[src/rtl/readout_input_framer.sv]
// ---------------------------------------------------------------------------
// readout_input_framer
//
// Collects a trace of NUM_SAMPLES signed ADC samples. Each sample is
// quantized to Q_BITS bits and packed into one flat vector for the
// first-layer neuron inputs. A complete trace is held on m_data with
// m_valid=1 until the consumer takes it. Traces that are too short or too
// long are dropped, and a one-cycle error pulse is raised.
//
// Optional feature macro: READOUT_FRAMER_ERRCNT_EN
//   When defined, adds saturating 16-bit counters of short and long traces.
//
// Ports
//   clk       : single clock; all logic runs on its rising edge
//   rst       : synchronous, active-high reset
//   s_data    : signed input sample (SAMPLE_W bits)
//   s_valid   : input sample valid
//   s_ready   : framer can accept a sample
//   s_last    : marks the final sample of a trace
//   m_data    : packed frame; sample 0 sits in the LSBs
//   m_valid   : frame valid (registered)
//   m_ready   : downstream accepts the frame
//   err_short : one-cycle pulse, trace ended early
//   err_long  : one-cycle pulse, trace ran past NUM_SAMPLES
//   short_cnt : (ERRCNT_EN only) number of short traces, saturating
//   long_cnt  : (ERRCNT_EN only) number of long traces, saturating
// ---------------------------------------------------------------------------
module readout_input_framer #(
  parameter int SAMPLE_W    = 16,
  parameter int NUM_SAMPLES = 32,
  parameter int Q_BITS      = 2,
  parameter int SHIFT       = 4
) (
  input  logic                          clk,
  input  logic                          rst,
  input  logic signed [SAMPLE_W-1:0]    s_data,
  input  logic                          s_valid,
  output logic                          s_ready,
  input  logic                          s_last,
  output logic [NUM_SAMPLES*Q_BITS-1:0] m_data,
  output logic                          m_valid,
  input  logic                          m_ready,
  output logic                          err_short,
  output logic                          err_long
`ifdef READOUT_FRAMER_ERRCNT_EN
  ,
  output logic [15:0]                   short_cnt,
  output logic [15:0]                   long_cnt
`endif
);

  localparam int CW = (NUM_SAMPLES > 1) ? $clog2(NUM_SAMPLES) : 1;
  localparam logic [CW-1:0] LAST_IDX = CW'(NUM_SAMPLES - 1);
  localparam logic signed [SAMPLE_W:0] Q_OFFSET = (SAMPLE_W+1)'(2**(Q_BITS-1));
  localparam logic signed [SAMPLE_W:0] Q_MAX    = (SAMPLE_W+1)'(2**Q_BITS - 1);

  typedef enum logic [1:0] {
    COLLECT = 2'd0,
    HOLD    = 2'd1,
    DISCARD = 2'd2
  } state_t;

  state_t                          r_state;
  logic [CW-1:0]                   r_cnt;
  logic [NUM_SAMPLES*Q_BITS-1:0]   r_data;
  logic                            r_mValid;
  logic                            r_errShort;
  logic                            r_errLong;
`ifdef READOUT_FRAMER_ERRCNT_EN
  logic [15:0]                     r_shortCnt;
  logic [15:0]                     r_longCnt;
`endif

  logic                            w_accept;
  logic signed [SAMPLE_W-1:0]      w_shifted;
  logic signed [SAMPLE_W:0]        w_ext;
  logic signed [SAMPLE_W:0]        w_sum;
  logic [Q_BITS-1:0]               w_q;

  // s_ready is forced low during reset so no sample is taken while the
  // framer is being cleared; otherwise only HOLD back-pressures.
  assign s_ready  = !rst && (r_state != HOLD);
  assign w_accept = s_valid && s_ready;

  // Floor shift, then offset into unsigned range. One extra bit of headroom
  // keeps the offset add from wrapping before saturation.
  assign w_shifted = s_data >>> SHIFT;
  assign w_ext     = {w_shifted[SAMPLE_W-1], w_shifted};
  assign w_sum     = w_ext + Q_OFFSET;

  always_comb begin
    w_q = w_sum[Q_BITS-1:0];
    if (w_sum[SAMPLE_W]) begin
      w_q = '0;
    end else if (w_sum > Q_MAX) begin
      w_q = '1;
    end
  end

  // Main FSM. Outputs are all registered. An error pulse is set on the same
  // edge that decides the trace is bad, so it shows up the following cycle.
  always_ff @(posedge clk) begin
    if (rst) begin
      r_state    <= COLLECT;
      r_cnt      <= '0;
      r_data     <= '0;
      r_mValid   <= 1'b0;
      r_errShort <= 1'b0;
      r_errLong  <= 1'b0;
`ifdef READOUT_FRAMER_ERRCNT_EN
      r_shortCnt <= '0;
      r_longCnt  <= '0;
`endif
    end else begin
      r_errShort <= 1'b0;
      r_errLong  <= 1'b0;
      case (r_state)
        COLLECT: begin
          if (w_accept) begin
            r_data[r_cnt*Q_BITS +: Q_BITS] <= w_q;
            if (r_cnt == LAST_IDX) begin
              r_cnt <= '0;
              if (s_last) begin
                r_state  <= HOLD;
                r_mValid <= 1'b1;
              end else begin
                r_state   <= DISCARD;
                r_errLong <= 1'b1;
`ifdef READOUT_FRAMER_ERRCNT_EN
                if (r_longCnt != 16'hFFFF) r_longCnt <= r_longCnt + 16'd1;
`endif
              end
            end else if (s_last) begin
              r_cnt      <= '0;
              r_errShort <= 1'b1;
`ifdef READOUT_FRAMER_ERRCNT_EN
              if (r_shortCnt != 16'hFFFF) r_shortCnt <= r_shortCnt + 16'd1;
`endif
            end else begin
              r_cnt <= r_cnt + 1'b1;
            end
          end
        end
        DISCARD: begin
          // Drop the overrun tail silently until the trace closes.
          if (w_accept && s_last) begin
            r_state <= COLLECT;
            r_cnt   <= '0;
          end
        end
        HOLD: begin
          if (m_ready) begin
            r_state  <= COLLECT;
            r_cnt    <= '0;
            r_mValid <= 1'b0;
          end
        end
        default: begin
          r_state <= COLLECT;
          r_cnt   <= '0;
        end
      endcase
    end
  end

  assign m_data    = r_data;
  assign m_valid   = r_mValid;
  assign err_short = r_errShort;
  assign err_long  = r_errLong;
`ifdef READOUT_FRAMER_ERRCNT_EN
  assign short_cnt = r_shortCnt;
  assign long_cnt  = r_longCnt;
`endif

endmodule

[config.mk]
export PLATFORM = sky130hd
export DESIGN_NAME = readout_input_framer
export DESIGN_NICKNAME = d
export VERILOG_FILES = /design/src/rtl/readout_input_framer.sv
export SDC_FILE = /design/constraint.sdc
export NUM_CORES = 1
export LEC_CHECK = 0
export ABC_AREA = 1
export CELL_PAD_IN_SITES_DETAIL_PLACEMENT = 1
export CELL_PAD_IN_SITES_GLOBAL_PLACEMENT = 2
export CORE_AREA = 2 2 121 123
export DETAILED_ROUTE_END_ITERATION = 12
export DIE_AREA = 0 0 123 125
export GPL_TIMING_DRIVEN = 0
export PLACE_DENSITY_LB_ADDON = 0.1
export SYNTH_ARGS = -nofsm -noshare
export SYNTH_HDL_FRONTEND = slang
export SYNTH_SLANG_ARGS = --single-unit
[constraint.sdc]
create_clock -name clk -period 2.3 [get_ports clk]
set_clock_uncertainty 0.15 [all_clocks]
set_input_delay 0.46 -clock clk [delete_from_list [all_inputs] [get_ports clk]]
set_output_delay 0.46 -clock clk [all_outputs]
set_load 0.02 [all_outputs]
==> reports/results.txt <==
Yosys Warn Count = 0
Nature of the critical path endpoint = flop
RePlAce Congestion = 0.764
Multi-input logic area = 0.00212 mm²
Synth area leader = dfxtp_1
Filler cell count = 1661
Library cells used by synthesis = 32
Seq/Total Area, Yosys = 0.445
Drt pass-1 iters = 4
Via count = 3546
Total power = 3.14 mW
Compound-cell area share of the yosys netlist = 0.215
I/O Buffers = 84
Pin count of the biggest net entering global routing = 13
Crit Path Category = flop to flop
Setup crit start kind = flop
Die Y = 125 µm
Rows = 44
CTS HTree Levels = 3
Area Growth Syn to Fin = 68.1%
Vias in the first global route = 3559
Max cap viols = 0
Max-slew violations = 0
Top FF cell, synth = dfxtp_1
# clock sinks = 74
Register bit total from synthesis = 74
Seq. cell area = 0.00149 mm²
Hold Vio Cnt, Final = 0
Critical path's largest stage delay = 0.35 ns
Synthesized area per cell = 7.72 µm²
Via-to-Cell Ratio = 4.70
Die area = 0.0154 mm²
Async set-reset flop share out of synthesis = 0
Syn nets = 458
Crit-path max FO = 6
N_diodes = 0
GRT Util Overall = 0.160
Pwr Density = 561 mW/mm²
Mapped Cells = 431
Total Wirelength = 12.1 mm
Root Buffer Master = clkbuf_16
Max Fclk = 441 MHz
Adder-Cell Fraction of Synth Area = 0.0225
CP required = 2.42 ns
Worst hold-check path type = flop to flop
Critical path's slowest cell = dfxtp_4
CTS tree = done
Mapped cell area = 0.00333 mm²
Post-synthesis mux area share = 0
First-pass GRT wire length = 18.9 mm
Synth Area in XOR/XNOR = 0.00526
Static Leak = 2.07 nW
Initial antenna violation count = 0
CTS Buf Count = 9
# IOs = 89
Crit share post-route = 0.986
Most common cell in the synthesized netlist = dfxtp_1
Grt total ovfl = 0
Largest cells by area after synthesis = dfxtp_1, o21ai_0, a21oi_1
Top cell type's share of synthesized area = 0.445
RSZ-0062 raised after global routing = true
Core ar. = 0.0142 mm²
Post-synthesis simple-gate area fraction = 0.242
Routed WL per cell = 16.0 µm
Synth cell count leaders = dfxtp_1, o21ai_0, a21oi_1
Crit path setup slack, layout = 0.0325 ns
Worst Path Arrival = 2.38 ns
Final min period = 2.27 ns
Largest family of logic cells by synthesized area = simple AND/OR/NAND/NOR gates
Initial drt markers = 111
Max Root-Sink Buffers = 2
Initial Util = 0.234
Final net count = 594
ANT nets after route = 0
CTS clk-pin slew, worst paths = 0.06 ns
Peak supply drop = 0.302 mV
Slew @ Worst Pin = 0.594 ns
Setup Slack @ Placement = -0.812 ns
Most numerous cell on the critical path = ha_4
Skew-Pair Late Insertion Delay = 0.33 ns
Share of cells above drive strength 1 = 0.299
Status = complete, no violations
Final setup fails = 0
CP cell instances = buf_12, clkinv_8, ha_4, nand2_4, nor2_4, ha_4, inv_4, nand3_4, nor3_4, buf_6, nand4_1, inv_2, o21ai_1, a21oi_1
Post-synth EDFFs = 0
Max-slew headroom = 0.604
Die span in x = 123 µm
Dpl hpwl = 8.56 mm
Drc violations = 0
## per-layer routing
layer / global-route usage / vias to the layer above / wire length [µm]
li1: - / 1754 / -
met1: 0.217 / 1699 / 5790
met2: 0.251 / 78 / 5610
met3: 0.0297 / 15 / 481
met4: 0.0575 / 0 / 198
met5: 0 / - / 0
## worst max-delay path, delay by kind of cell, from the launching register on
family | cells | cell delay (ns)
simple gates | 5 | 0.62
flops | 1 | 0.35
buf+inv | 5 | 0.53
fa+ha+maj | 2 | 0.33
compound gates | 2 | 0.21
## final timing paths
path              slack [ns]  cells after the start          to     start
hold / removal          0.34                      2     m_valid   m_valid
hold reg to reg         0.34                      2     m_valid   m_valid
setup / recovery        0.03                     14  m_data[13]  r_cnt[0]
setup reg to reg        0.03                     14  m_data[13]  r_cnt[0]
## cell type report
cell class / count / share of cell area
flip-flops and latches: 74 / 0.266
inverters: 42 / 0.0313
repair buffers: 125 / 0.217
well taps: 184 / 0.0411
clock buffers: 11 / 0.0451
plain buffers: 14 / 0.0118
clock inverters: 4 / 0.00916
multi-input cells: 301 / 0.378
## state kept, by name, indices dropped and copies added, names as in the netlist
name       flops
r_state        2
r_cnt          5
m_valid        1
err_short      1
err_long       1
m_data        64
## cells by family after synthesis
kind of cell               count (synthesis)
AOI/OAI and AO/OA                        141
xor gates and xnor gates                   2
adders and majority gates                  6
buffers and inverters                     56
DFF                                       74
and+or+nand+nor                          152
## timing repair
item	CTS	global route
pin swaps	15	31
endpoints found under the setup margin	65	69
hold buffers	0	0
gates resized for setup	71	131
buffers inserted	17	24
## cell usage in the layout, fill, tap and decap left out, types with 3 or more instances in the layout
cell type / synthesis / routed
nor2_4: 8 / 29
nor3_1: 4 / 4
nand3_4: 2 / 9
buf_4: 0 / 29
o21ai_1: 0 / 36
clkbuf_1: 8 / 7
buf_12: 0 / 3
clkbuf_16: 0 / 9
clkbuf_2: 0 / 4
ha_1: 6 / 3
o21ai_2: 0 / 7
nand2_4: 2 / 6
nand3_1: 30 / 7
nor2_1: 39 / 18
nand2_2: 0 / 7
a21oi_1: 68 / 66
inv_2: 1 / 12
nor3_4: 1 / 5
inv_1: 39 / 27
buf_6: 0 / 9
dfxtp_1: 74 / 72
o21ai_0: 69 / 26
nand2_1: 43 / 30
clkdlybuf4s50_1: 0 / 79
nand4_1: 12 / 12
nand3_2: 0 / 16
## power breakdown
group	leakage (nW)	total, mW	switching, mW	internal, mW
clock network	0.148	1.43	0.540	0.893
registers	0.597	1.29	0.00388	1.29
logic	1.33	0.414	0.276	0.139
## metrics by stage
stage,utilization,hold slack (ns),TNS (ns),cells,area [µm²]
after CTS,0.357,0.327,0,731,5070
after global routing,0.394,0.376,-0.931,755,5600
after detailed placement,0.310,0.317,-43.71,699,4400
after global placement,0.310,0.312,-43.91,699,4400
final,0.394,0.342,0,755,5600
after floorplan,-,0.329,0,431,3330
Power figures use the tool's default switching activity.
